$ cat src/rtl/cavlc_defs_pkg.sv
// Shared definitions for the CAVLC coefficient statistics block.
//   - default widths (coefficient, run field, block depth)
//   - block type encodings and the type -> coefficient-count table
//   - FSM state type
//   - trailing-ones sign mask helper
package cavlc_defs;

    localparam int COEF_W_DEF = 9;
    localparam int MAX_N_DEF  = 16;
    localparam int RUN_W_DEF  = 4;

    localparam logic [1:0] BLK_16 = 2'b00;   // full 4x4 block
    localparam logic [1:0] BLK_15 = 2'b01;   // AC block, DC coded elsewhere
    localparam logic [1:0] BLK_4  = 2'b10;   // chroma DC 4:2:0
    localparam logic [1:0] BLK_8  = 2'b11;   // chroma DC 4:2:2

    typedef enum logic [1:0] {
        ST_IDLE    = 2'd0,
        ST_COLLECT = 2'd1,
        ST_REPORT  = 2'd2,
        ST_DRAIN   = 2'd3
    } state_t;

    function automatic int unsigned blk_len(input logic [1:0] blk_type);
        case (blk_type)
            BLK_16:  return 16;
            BLK_15:  return 15;
            BLK_4:   return 4;
            BLK_8:   return 8;
            default: return 16;
        endcase
    endfunction

    // Keeps only the sign bits that belong to counted trailing ones.
    function automatic logic [2:0] t1_mask(input logic [1:0] n);
        case (n)
            2'd0:    return 3'b000;
            2'd1:    return 3'b001;
            2'd2:    return 3'b011;
            default: return 3'b111;
        endcase
    endfunction

endpackage

$ cat src/rtl/cavlc_level_lifo.sv
// Level stack for the CAVLC statistics block.
// Holds {level, run_before} entries pushed in scan order so that they pop
// highest-frequency first.
//   clk        rising-edge clock
//   rst_n      asynchronous active-low clear of the stack pointer
//   clr        synchronous clear (new block)
//   push       write push_data on top
//   push_data  entry to store
//   pop        discard the top entry
//   top_data   current top entry (undefined when count == 0)
//   count      number of entries held
// push and pop are never asserted together by the owner of this stack.
module cavlc_level_lifo #(
    parameter int DEPTH = 16,
    parameter int W     = 13,
    parameter int CNT_W = 5
) (
    input  logic             clk,
    input  logic             rst_n,
    input  logic             clr,
    input  logic             push,
    input  logic [W-1:0]     push_data,
    input  logic             pop,
    output logic [W-1:0]     top_data,
    output logic [CNT_W-1:0] count
);

    localparam int AW = $clog2(DEPTH);

    logic [W-1:0] mem [DEPTH];
    logic         do_push;

    assign do_push  = push && !clr && (count < CNT_W'(DEPTH));
    assign top_data = mem[AW'(count - CNT_W'(1))];

    // Storage is not reset: only entries below count are ever read.
    always_ff @(posedge clk) begin
        if (do_push) begin
            mem[AW'(count)] <= push_data;
        end
    end

    always_ff @(posedge clk or negedge rst_n) begin
        if (!rst_n) begin
            count <= '0;
        end else if (clr) begin
            count <= '0;
        end else if (do_push) begin
            count <= count + CNT_W'(1);
        end else if (pop && (count != '0)) begin
            count <= count - CNT_W'(1);
        end
    end

endmodule

$ cat src/rtl/cavlc_coeff_stats.sv
// CAVLC coefficient statistics stage.
// Takes one block of sign-magnitude coefficients in zig-zag order, computes
// TotalCoeff / TotalZeros / TrailingOnes / T1 signs as they stream in, then
// replays every nonzero level with its run_before, highest frequency first.
//
// state   | meaning
// --------+-----------------------------------------------------------
// IDLE    | waiting for blk_start
// COLLECT | accepting coefficients until the block length is reached
// REPORT  | one cycle, stats_valid high, stats final
// DRAIN   | popping level entries to the level/run coders
//
// Ports:
//   clk, rst (async active-low)
//   blk_start, blk_type                      block framing
//   coef_valid, coef, coef_ready             coefficient input stream
//   stats_valid, total_coeff, total_zeros,
//   trail_ones, t1_signs                     block statistics
//   lvl_valid, lvl_ready, lvl_data, lvl_run,
//   lvl_is_t1, lvl_last                      level replay stream
module cavlc_coeff_stats
    import cavlc_defs::*;
#(
    parameter int COEF_W = COEF_W_DEF,
    parameter int MAX_N  = MAX_N_DEF,
    parameter int RUN_W  = RUN_W_DEF
) (
    input  logic              clk,
    input  logic              rst,
    input  logic              blk_start,
    input  logic [1:0]        blk_type,
    input  logic              coef_valid,
    input  logic [COEF_W-1:0] coef,
    output logic              coef_ready,
    output logic              stats_valid,
    output logic [RUN_W:0]    total_coeff,
    output logic [RUN_W-1:0]  total_zeros,
    output logic [1:0]        trail_ones,
    output logic [2:0]        t1_signs,
    output logic              lvl_valid,
    input  logic              lvl_ready,
    output logic [COEF_W-1:0] lvl_data,
    output logic [RUN_W-1:0]  lvl_run,
    output logic              lvl_is_t1,
    output logic              lvl_last
);

    localparam int CNT_W = RUN_W + 1;
    localparam int MAG_W = COEF_W - 1;
    localparam int ENT_W = COEF_W + RUN_W;

    state_t            state;
    logic [CNT_W-1:0]  coef_left;   // down-counter, terminal count at 1
    logic [CNT_W-1:0]  tc_cnt;
    logic [RUN_W-1:0]  tz_cnt;
    logic [RUN_W-1:0]  pend_run;
    logic [1:0]        ones_run;
    logic [2:0]        t1_sh;
    logic [1:0]        t1_left;     // trailing-one entries still to be flagged

    logic              start_ok;
    logic              accept;
    logic              is_nz;
    logic              is_one;
    logic              push;
    logic              pop;

    logic [CNT_W-1:0]  tc_nxt;
    logic [RUN_W-1:0]  tz_nxt;
    logic [RUN_W-1:0]  pend_nxt;
    logic [1:0]        ones_nxt;
    logic [2:0]        sh_nxt;

    logic [ENT_W-1:0]  top_ent;
    logic [COEF_W-1:0] top_coef;
    logic [RUN_W-1:0]  top_run;
    logic [CNT_W-1:0]  lifo_count;

    assign coef_ready = (state == ST_COLLECT);
    assign start_ok   = blk_start && ((state == ST_IDLE) || (state == ST_COLLECT));
    // A restart wins over a coefficient offered in the same cycle.
    assign accept     = coef_ready && coef_valid && !blk_start;
    // -0 has zero magnitude and is treated as a zero.
    assign is_nz      = |coef[MAG_W-1:0];
    assign is_one     = (coef[MAG_W-1:0] == MAG_W'(1));
    assign push       = accept && is_nz;
    assign pop        = ((state == ST_REPORT) && (tc_cnt != '0)) ||
                        ((state == ST_DRAIN) && lvl_valid && lvl_ready && !lvl_last);

    assign top_coef   = top_ent[ENT_W-1:RUN_W];
    assign top_run    = top_ent[RUN_W-1:0];

    always_comb begin
        tc_nxt   = tc_cnt;
        tz_nxt   = tz_cnt;
        pend_nxt = pend_run;
        ones_nxt = ones_run;
        sh_nxt   = t1_sh;
        if (is_nz) begin
            tc_nxt   = tc_cnt + CNT_W'(1);
            // Zeros only count once a nonzero follows them, so trailing
            // zeros never reach total_zeros.
            tz_nxt   = tz_cnt + pend_run;
            pend_nxt = '0;
            if (is_one) begin
                ones_nxt = (ones_run == 2'd3) ? 2'd3 : ones_run + 2'd1;
                sh_nxt   = {t1_sh[1:0], coef[COEF_W-1]};
            end else begin
                ones_nxt = 2'd0;
                sh_nxt   = 3'b000;
            end
        end else begin
            pend_nxt = pend_run + RUN_W'(1);
        end
    end

    cavlc_level_lifo #(
        .DEPTH (MAX_N),
        .W     (ENT_W),
        .CNT_W (CNT_W)
    ) u_lifo (
        .clk       (clk),
        .rst_n     (rst),
        .clr       (start_ok),
        .push      (push),
        .push_data ({coef, pend_run}),
        .pop       (pop),
        .top_data  (top_ent),
        .count     (lifo_count)
    );

    always_ff @(posedge clk or negedge rst) begin
        if (!rst) begin
            state       <= ST_IDLE;
            coef_left   <= '0;
            tc_cnt      <= '0;
            tz_cnt      <= '0;
            pend_run    <= '0;
            ones_run    <= 2'd0;
            t1_sh       <= 3'b000;
            t1_left     <= 2'd0;
            stats_valid <= 1'b0;
            total_coeff <= '0;
            total_zeros <= '0;
            trail_ones  <= 2'd0;
            t1_signs    <= 3'b000;
            lvl_valid   <= 1'b0;
            lvl_data    <= '0;
            lvl_run     <= '0;
            lvl_is_t1   <= 1'b0;
            lvl_last    <= 1'b0;
        end else begin
            stats_valid <= 1'b0;
            if (start_ok) begin
                state       <= ST_COLLECT;
                coef_left   <= CNT_W'(blk_len(blk_type));
                tc_cnt      <= '0;
                tz_cnt      <= '0;
                pend_run    <= '0;
                ones_run    <= 2'd0;
                t1_sh       <= 3'b000;
                total_coeff <= '0;
                total_zeros <= '0;
                trail_ones  <= 2'd0;
                t1_signs    <= 3'b000;
            end else begin
                case (state)
                    ST_COLLECT: begin
                        if (accept) begin
                            tc_cnt    <= tc_nxt;
                            tz_cnt    <= tz_nxt;
                            pend_run  <= pend_nxt;
                            ones_run  <= ones_nxt;
                            t1_sh     <= sh_nxt;
                            coef_left <= coef_left - CNT_W'(1);
                            if (coef_left == CNT_W'(1)) begin
                                state       <= ST_REPORT;
                                stats_valid <= 1'b1;
                                total_coeff <= tc_nxt;
                                total_zeros <= tz_nxt;
                                trail_ones  <= ones_nxt;
                                t1_signs    <= sh_nxt & t1_mask(ones_nxt);
                            end
                        end
                    end
                    ST_REPORT: begin
                        if (tc_cnt != '0) begin
                            state     <= ST_DRAIN;
                            lvl_valid <= 1'b1;
                            lvl_data  <= top_coef;
                            lvl_run   <= top_run;
                            lvl_last  <= (lifo_count == CNT_W'(1));
                            lvl_is_t1 <= (trail_ones != 2'd0);
                            t1_left   <= (trail_ones != 2'd0) ? trail_ones - 2'd1 : 2'd0;
                        end else begin
                            state <= ST_IDLE;
                        end
                    end
                    ST_DRAIN: begin
                        if (lvl_valid && lvl_ready) begin
                            if (lvl_last) begin
                                state     <= ST_IDLE;
                                lvl_valid <= 1'b0;
                                lvl_data  <= '0;
                                lvl_run   <= '0;
                                lvl_is_t1 <= 1'b0;
                                lvl_last  <= 1'b0;
                                t1_left   <= 2'd0;
                            end else begin
                                lvl_data  <= top_coef;
                                lvl_run   <= top_run;
                                lvl_last  <= (lifo_count == CNT_W'(1));
                                lvl_is_t1 <= (t1_left != 2'd0);
                                t1_left   <= (t1_left != 2'd0) ? t1_left - 2'd1 : 2'd0;
                            end
                        end
                    end
                    default: begin
                    end
                endcase
            end
        end
    end

endmodule
$ cat config.mk
export PLATFORM = sky130hd
export DESIGN_NAME = cavlc_coeff_stats
export DESIGN_NICKNAME = d
export VERILOG_FILES = /design/src/rtl/cavlc_defs_pkg.sv /design/src/rtl/cavlc_level_lifo.sv /design/src/rtl/cavlc_coeff_stats.sv
export SDC_FILE = /design/constraint.sdc
export NUM_CORES = 1
export LEC_CHECK = 0
export CORE_UTILIZATION = 50
export CTS_CLUSTER_DIAMETER = 200
export CTS_CLUSTER_SIZE = 25
export DETAILED_ROUTE_END_ITERATION = 10
export GPL_TIMING_DRIVEN = 0
export HOLD_SLACK_MARGIN = 0.08
export MAX_ROUTING_LAYER = met4
export PLACE_DENSITY_LB_ADDON = 0.05
export SLEW_MARGIN = 20
export SYNTH_ARGS = -nofsm -noshare
export SYNTH_HDL_FRONTEND = slang
export SYNTH_SLANG_ARGS = --single-unit
$ cat constraint.sdc
create_clock -name clk -period 8.7 [get_ports clk]
set_input_delay 1.74 -clock clk [delete_from_list [all_inputs] [get_ports clk]]
set_output_delay 1.74 -clock clk [all_outputs]
set_load 0.005 [all_outputs]
==> impl_results.html, run 1 <==
<table>
<tr><th>Metric</th><th>Value</th></tr>
<tr><th colspan="2">Synthesis</th></tr>
<tr><td>Post-synthesis adder-cell area fraction</td><td>0.0184</td></tr>
<tr><td>Synthesized area</td><td>11300 um^2</td></tr>
<tr><td>Yosys cell types</td><td>54</td></tr>
<tr><td>Most used standard cell by instance count after synthesis</td><td>sky130_fd_sc_hd__edfxtp_1</td></tr>
<tr><td>Nets in the synthesized netlist</td><td>763</td></tr>
<tr><td>Flip-flop cell with the highest count after synthesis</td><td>sky130_fd_sc_hd__edfxtp_1</td></tr>
<tr><td>Synth warn</td><td>0</td></tr>
<tr><td>Mux cell area share after synthesis</td><td>0.106</td></tr>
<tr><td>Sequential cell area fraction in the yosys report</td><td>0.694</td></tr>
<tr><td>Synthesized instance count</td><td>731</td></tr>
<tr><td>Cell accounting for the most synthesized area</td><td>sky130_fd_sc_hd__edfxtp_1</td></tr>
<tr><td>Number of enable flip-flop cells after synthesis</td><td>208</td></tr>
<tr><td>Simple logic cell fraction of the synthesized area</td><td>0.0832</td></tr>
<tr><td>Main combinational cell family by area after synthesis</td><td>multiplexers</td></tr>
<tr><td>List of most frequent post-synthesis cells</td><td>sky130_fd_sc_hd__edfxtp_1 (208), sky130_fd_sc_hd__nand2_1 (100), sky130_fd_sc_hd__dfrtp_1 (63)</td></tr>
<tr><td>Async S/R FF share, synth</td><td>0.232</td></tr>
<tr><td>Biggest area contributors in the synthesized netlist</td><td>sky130_fd_sc_hd__edfxtp_1 (55%), sky130_fd_sc_hd__dfrtp_1 (14%), sky130_fd_sc_hd__mux4_2 (10%), sky130_fd_sc_hd__nand2_1 (3.3%), sky130_fd_sc_hd__a21oi_1 (2.4%)</td></tr>
<tr><td>Post-synthesis register bit count</td><td>271</td></tr>
<tr><td>Share of the synthesized area in compound gates (AO/OA/AOI/OAI)</td><td>0.0661</td></tr>
<tr><td>Area share of the leading cell type in the synthesized netlist</td><td>0.554</td></tr>
<tr><td>Avg Cell Area, Syn</td><td>15.4 um^2</td></tr>
<tr><td>Xor and xnor fraction of the mapped netlist area</td><td>0.0148</td></tr>
<tr><th colspan="2">Place</th></tr>
<tr><td>Estimated wirelength of the detail-placed design</td><td>16900 um</td></tr>
<tr><td>Routability Congestion</td><td>0.862</td></tr>
<tr><td>Cell total after placement</td><td>1065</td></tr>
<tr><td>Setup slack at placement</td><td>3360 ps</td></tr>
<tr><td>Input/output buffers</td><td>47</td></tr>
<tr><th colspan="2">Detailed routing</th></tr>
<tr><td>Drt first pass iters</td><td>8</td></tr>
<tr><td>Total routed wirelength</td><td>25500 um</td></tr>
<tr><td>DRC viols</td><td>2</td></tr>
<tr><td>Wire length per cell after detailed routing</td><td>23.4 um</td></tr>
<tr><td>First-iteration detailed-routing DRC count</td><td>652</td></tr>
<tr><td>Routed vias/inst</td><td>5.99</td></tr>
<tr><td>Antenna Nets Post-Route</td><td>0</td></tr>
<tr><td>Total number of vias</td><td>6524</td></tr>
<tr><th colspan="2">Die</th></tr>
<tr><td>Placeable Area</td><td>22000 um^2</td></tr>
<tr><td>Number of primary I/O pins</td><td>48</td></tr>
<tr><td>Effective utilization at floorplan</td><td>0.514</td></tr>
<tr><td>Total die area</td><td>23200 um^2</td></tr>
<tr><td>Cell row count</td><td>54</td></tr>
<tr><td>Horiz. Die Dim</td><td>152 um</td></tr>
<tr><td>Die height</td><td>152 um</td></tr>
<tr><th colspan="2">CTS</th></tr>
<tr><td>Setup Fix Bufs, Post-CTS</td><td>0</td></tr>
<tr><td>Max clock buf depth</td><td>3</td></tr>
<tr><td>CTS buffer count</td><td>14</td></tr>
<tr><td>CTS clk-pin slew, worst paths</td><td>100 ps</td></tr>
<tr><td>Insertion delay to the later sink of the worst-skew pair</td><td>500 ps</td></tr>
<tr><td>Post-CTS sizing</td><td>0</td></tr>
<tr><td>H-Tree Level Count</td><td>1</td></tr>
<tr><td># hold bufs at CTS</td><td>0</td></tr>
<tr><td>CTS root buffer</td><td>sky130_fd_sc_hd__clkbuf_16</td></tr>
<tr><td>Clock tree from TritonCTS</td><td>built</td></tr>
<tr><td>Sinks on the clock net</td><td>271</td></tr>
<tr><th colspan="2">Cells and area</th></tr>
<tr><td>Area occupied by registers</td><td>7820 um^2</td></tr>
<tr><td>Fraction of final layout cells with drive strength greater than 1</td><td>0.135</td></tr>
<tr><td>Filler cell count in the final layout</td><td>1687</td></tr>
<tr><td>Number of nets in the layout</td><td>833</td></tr>
<tr><td>Antenna Cells</td><td>0</td></tr>
<tr><td>Final non-filler cell total</td><td>1089</td></tr>
<tr><td>Combined area of the multi-input logic cells</td><td>3290 um^2</td></tr>
<tr><td>Layout overhead on the synthesized area</td><td>12.2%</td></tr>
<tr><td>End-of-flow core utilization</td><td>0.576</td></tr>
<tr><th colspan="2">Power and ir drop</th></tr>
<tr><td>Worst supply voltage drop on vdd</td><td>0.171 mV</td></tr>
<tr><td>Cell area power density</td><td>256 nW/um^2</td></tr>
<tr><td>Static Leakage</td><td>4.36 nW</td></tr>
<tr><th colspan="2">STA</th></tr>
<tr><td>Max Transition Viols Final</td><td>0</td></tr>
<tr><td>Actual transition at the worst max-transition pin</td><td>1050 ps</td></tr>
<tr><td>Fin Setup TNS</td><td>0 ps</td></tr>
<tr><td>Normalized max-slew margin</td><td>0.295</td></tr>
<tr><td>Final Cycle Share</td><td>0.554</td></tr>
<tr><td>Final setup violating endpoints</td><td>0</td></tr>
<tr><td>Unrepaired setup endpoints after global routing</td><td>no</td></tr>
<tr><td>Minimum setup slack in the final design</td><td>3880 ps</td></tr>
<tr><td>Maximum clock frequency</td><td>0.208 GHz</td></tr>
<tr><td>Number of endpoints with negative hold slack in the final report</td><td>0</td></tr>
<tr><td>Final critical-path required period</td><td>4820 ps</td></tr>
<tr><td>Setup clock skew after layout</td><td>30.1 ps</td></tr>
<tr><th colspan="2">Global routing</th></tr>
<tr><td>Global Route Usage Sum</td><td>0.232</td></tr>
<tr><td>Number of antenna violations at the first check in global routing</td><td>0</td></tr>
<tr><td>Global-route wire length before repair</td><td>39100 um</td></tr>
<tr><td>Via count of the first global-routing pass</td><td>6609</td></tr>
<tr><td>Total gr overflow</td><td>0</td></tr>
<tr><td>Pin count of the biggest net entering global routing</td><td>49</td></tr>
<tr><th colspan="2">Critical path</th></tr>
<tr><td>Launching element type of the critical path</td><td>input port</td></tr>
<tr><td>Data required time of the critical path</td><td>8900 ps</td></tr>
<tr><td>Nature of the critical path endpoint</td><td>flip-flop</td></tr>
<tr><td>Setup slack, reg-to-reg</td><td>4980 ps</td></tr>
<tr><td>Arrival @ worst endpoint</td><td>5020 ps</td></tr>
<tr><td>Top fanout value on the critical path</td><td>20</td></tr>
<tr><td>WS Path Type</td><td>in2reg</td></tr>
<tr><th colspan="2">Run status</th></tr>
<tr><td>Violated checks</td><td>DRC</td></tr>
<tr><td>Outcome</td><td>finished with violations</td></tr>
<tr><th colspan="2">Run</th></tr>
<tr><td>Max-capacitance violation count</td><td>0</td></tr>
<tr><th colspan="2">Min path</th></tr>
<tr><td>Worst hold-check path type</td><td>reg2reg</td></tr>
</table>
==> final cells by class <==
cell class	count	share of cell area
Clock buffer	24	0.0340
Buffer	34	0.0116
Tap cell	280	0.0277
Inverter	15	0.00445
Timing Repair Buffer	54	0.0437
Sequential cell	271	0.618
Multi-Input combinational cell	411	0.260
==> where the power goes <==
part / internal (W) / switching, W / leakage [nW]
Combinational: 0.000412 / 0.000545 / 1.47
Clock: 0.000343 / 0.000393 / 0.207
Sequential: 0.00148 / 0.0000692 / 2.68
Total: 0.00223 / 0.00101 / 4.36
==> worst max-delay path, stage by stage <==
cell and delay [ps]:
sky130_fd_sc_hd__clkdlybuf4s50_1 1170, sky130_fd_sc_hd__or4_1 330, sky130_fd_sc_hd__o21ai_1 260, sky130_fd_sc_hd__or3b_2 620, sky130_fd_sc_hd__nor3_2 640, sky130_fd_sc_hd__buf_6 240
==> state kept, by name, summed over array words and instances (netlist names), 4 cells and up <==
signal        count
tz_cnt            4
lvl_run           4
pend_run          4
tc_cnt            5
u_lifo.count      5
total_coeff       5
total_zeros       4
lvl_data          9
u_lifo.mem      208
coef_left         5
==> final timing paths <==
kind,start,depth (start not counted),end
setup / recovery,coef[1],6,u_lifo.mem[11][11]
hold / removal,lvl_is_t1,2,lvl_is_t1
setup reg to reg,u_lifo.count[0],10,lvl_data[1]
hold reg to reg,lvl_is_t1,2,lvl_is_t1
max in group asynchronous,rst,2,lvl_data[6]
min in group asynchronous,rst,1,coef_left[2]
==> stage by stage <==
step	hold slack (ps)	instance area, um^2	power [W]
after detailed placement	491	12200	0.00254
after global placement	468	12100	0.00251
after global routing	536	12600	0.00339
final	505	12600	0.00324
after floorplan	473	11300	0.00218
after CTS	513	12600	0.00327
==> metal layers <==
| layer | up-vias | part of all wire | track usage |
|---|---|---|---|
| met1 | 3361 | 0.42 | 0.306 |
| li1 | 2922 | - | - |
| met3 | 27 | 0.061 | 0.0361 |
| met2 | 214 | 0.50 | 0.387 |
| met4 | 0 | 0.015 | 0.0418 |
| met5 | - | 0 | - |
==> cells by family (layout without fill, tap and decap cells) <==
kind of cell,count (synthesis),in the layout
AOI/OAI and AO/OA,118,118
xor gates and xnor gates,19,19
adders and majority gates,16,16
buffers and inverters,49,127
DFF,271,271
muxes,54,54
and+or+nand+nor,204,204
==> layout by cell type, fill, tap and decap left out, drive strengths merged, types with 4 or more instances in the layout <==
cell type / count
edfxtp: 208
nand2: 100
dfrtp: 63
a21oi: 53
mux4: 52
clkdlybuf4s50: 46
clkbuf: 42
nor2: 37
buf: 24
o21ai: 23
inv: 15
ha: 15
nand3: 14
a211o: 14
xnor2: 13
nor3: 13
and2: 8
xor2: 6
a211oi: 5
or4: 5
nor4: 5
nor2b: 4
No activity file was read; power rests on OpenSTA's default activity.
==> run 2: changes to the inputs <==
==> constraint.sdc (replaced) <==
create_clock -name clk -period 4.13 [get_ports clk]
set_input_delay 0.826 -clock clk [delete_from_list [all_inputs] [get_ports clk]]
set_output_delay 0.826 -clock clk [all_outputs]
set_load 0.005 [all_outputs]
==> results of run 2 <==
The final DEF is identical to that of run 1. Status: finished with violations: DRC.
Main changes from that run: setup slack after placement 3360 ps -> -294 ps; setup slack after layout 3880 ps -> 228 ps; hold slack 505 ps -> 186 ps; register-to-register setup slack 4980 ps -> 410 ps; total power 0.00324 W -> 0.00682 W; worst IR drop on VDD 0.171 mV -> 0.361 mV
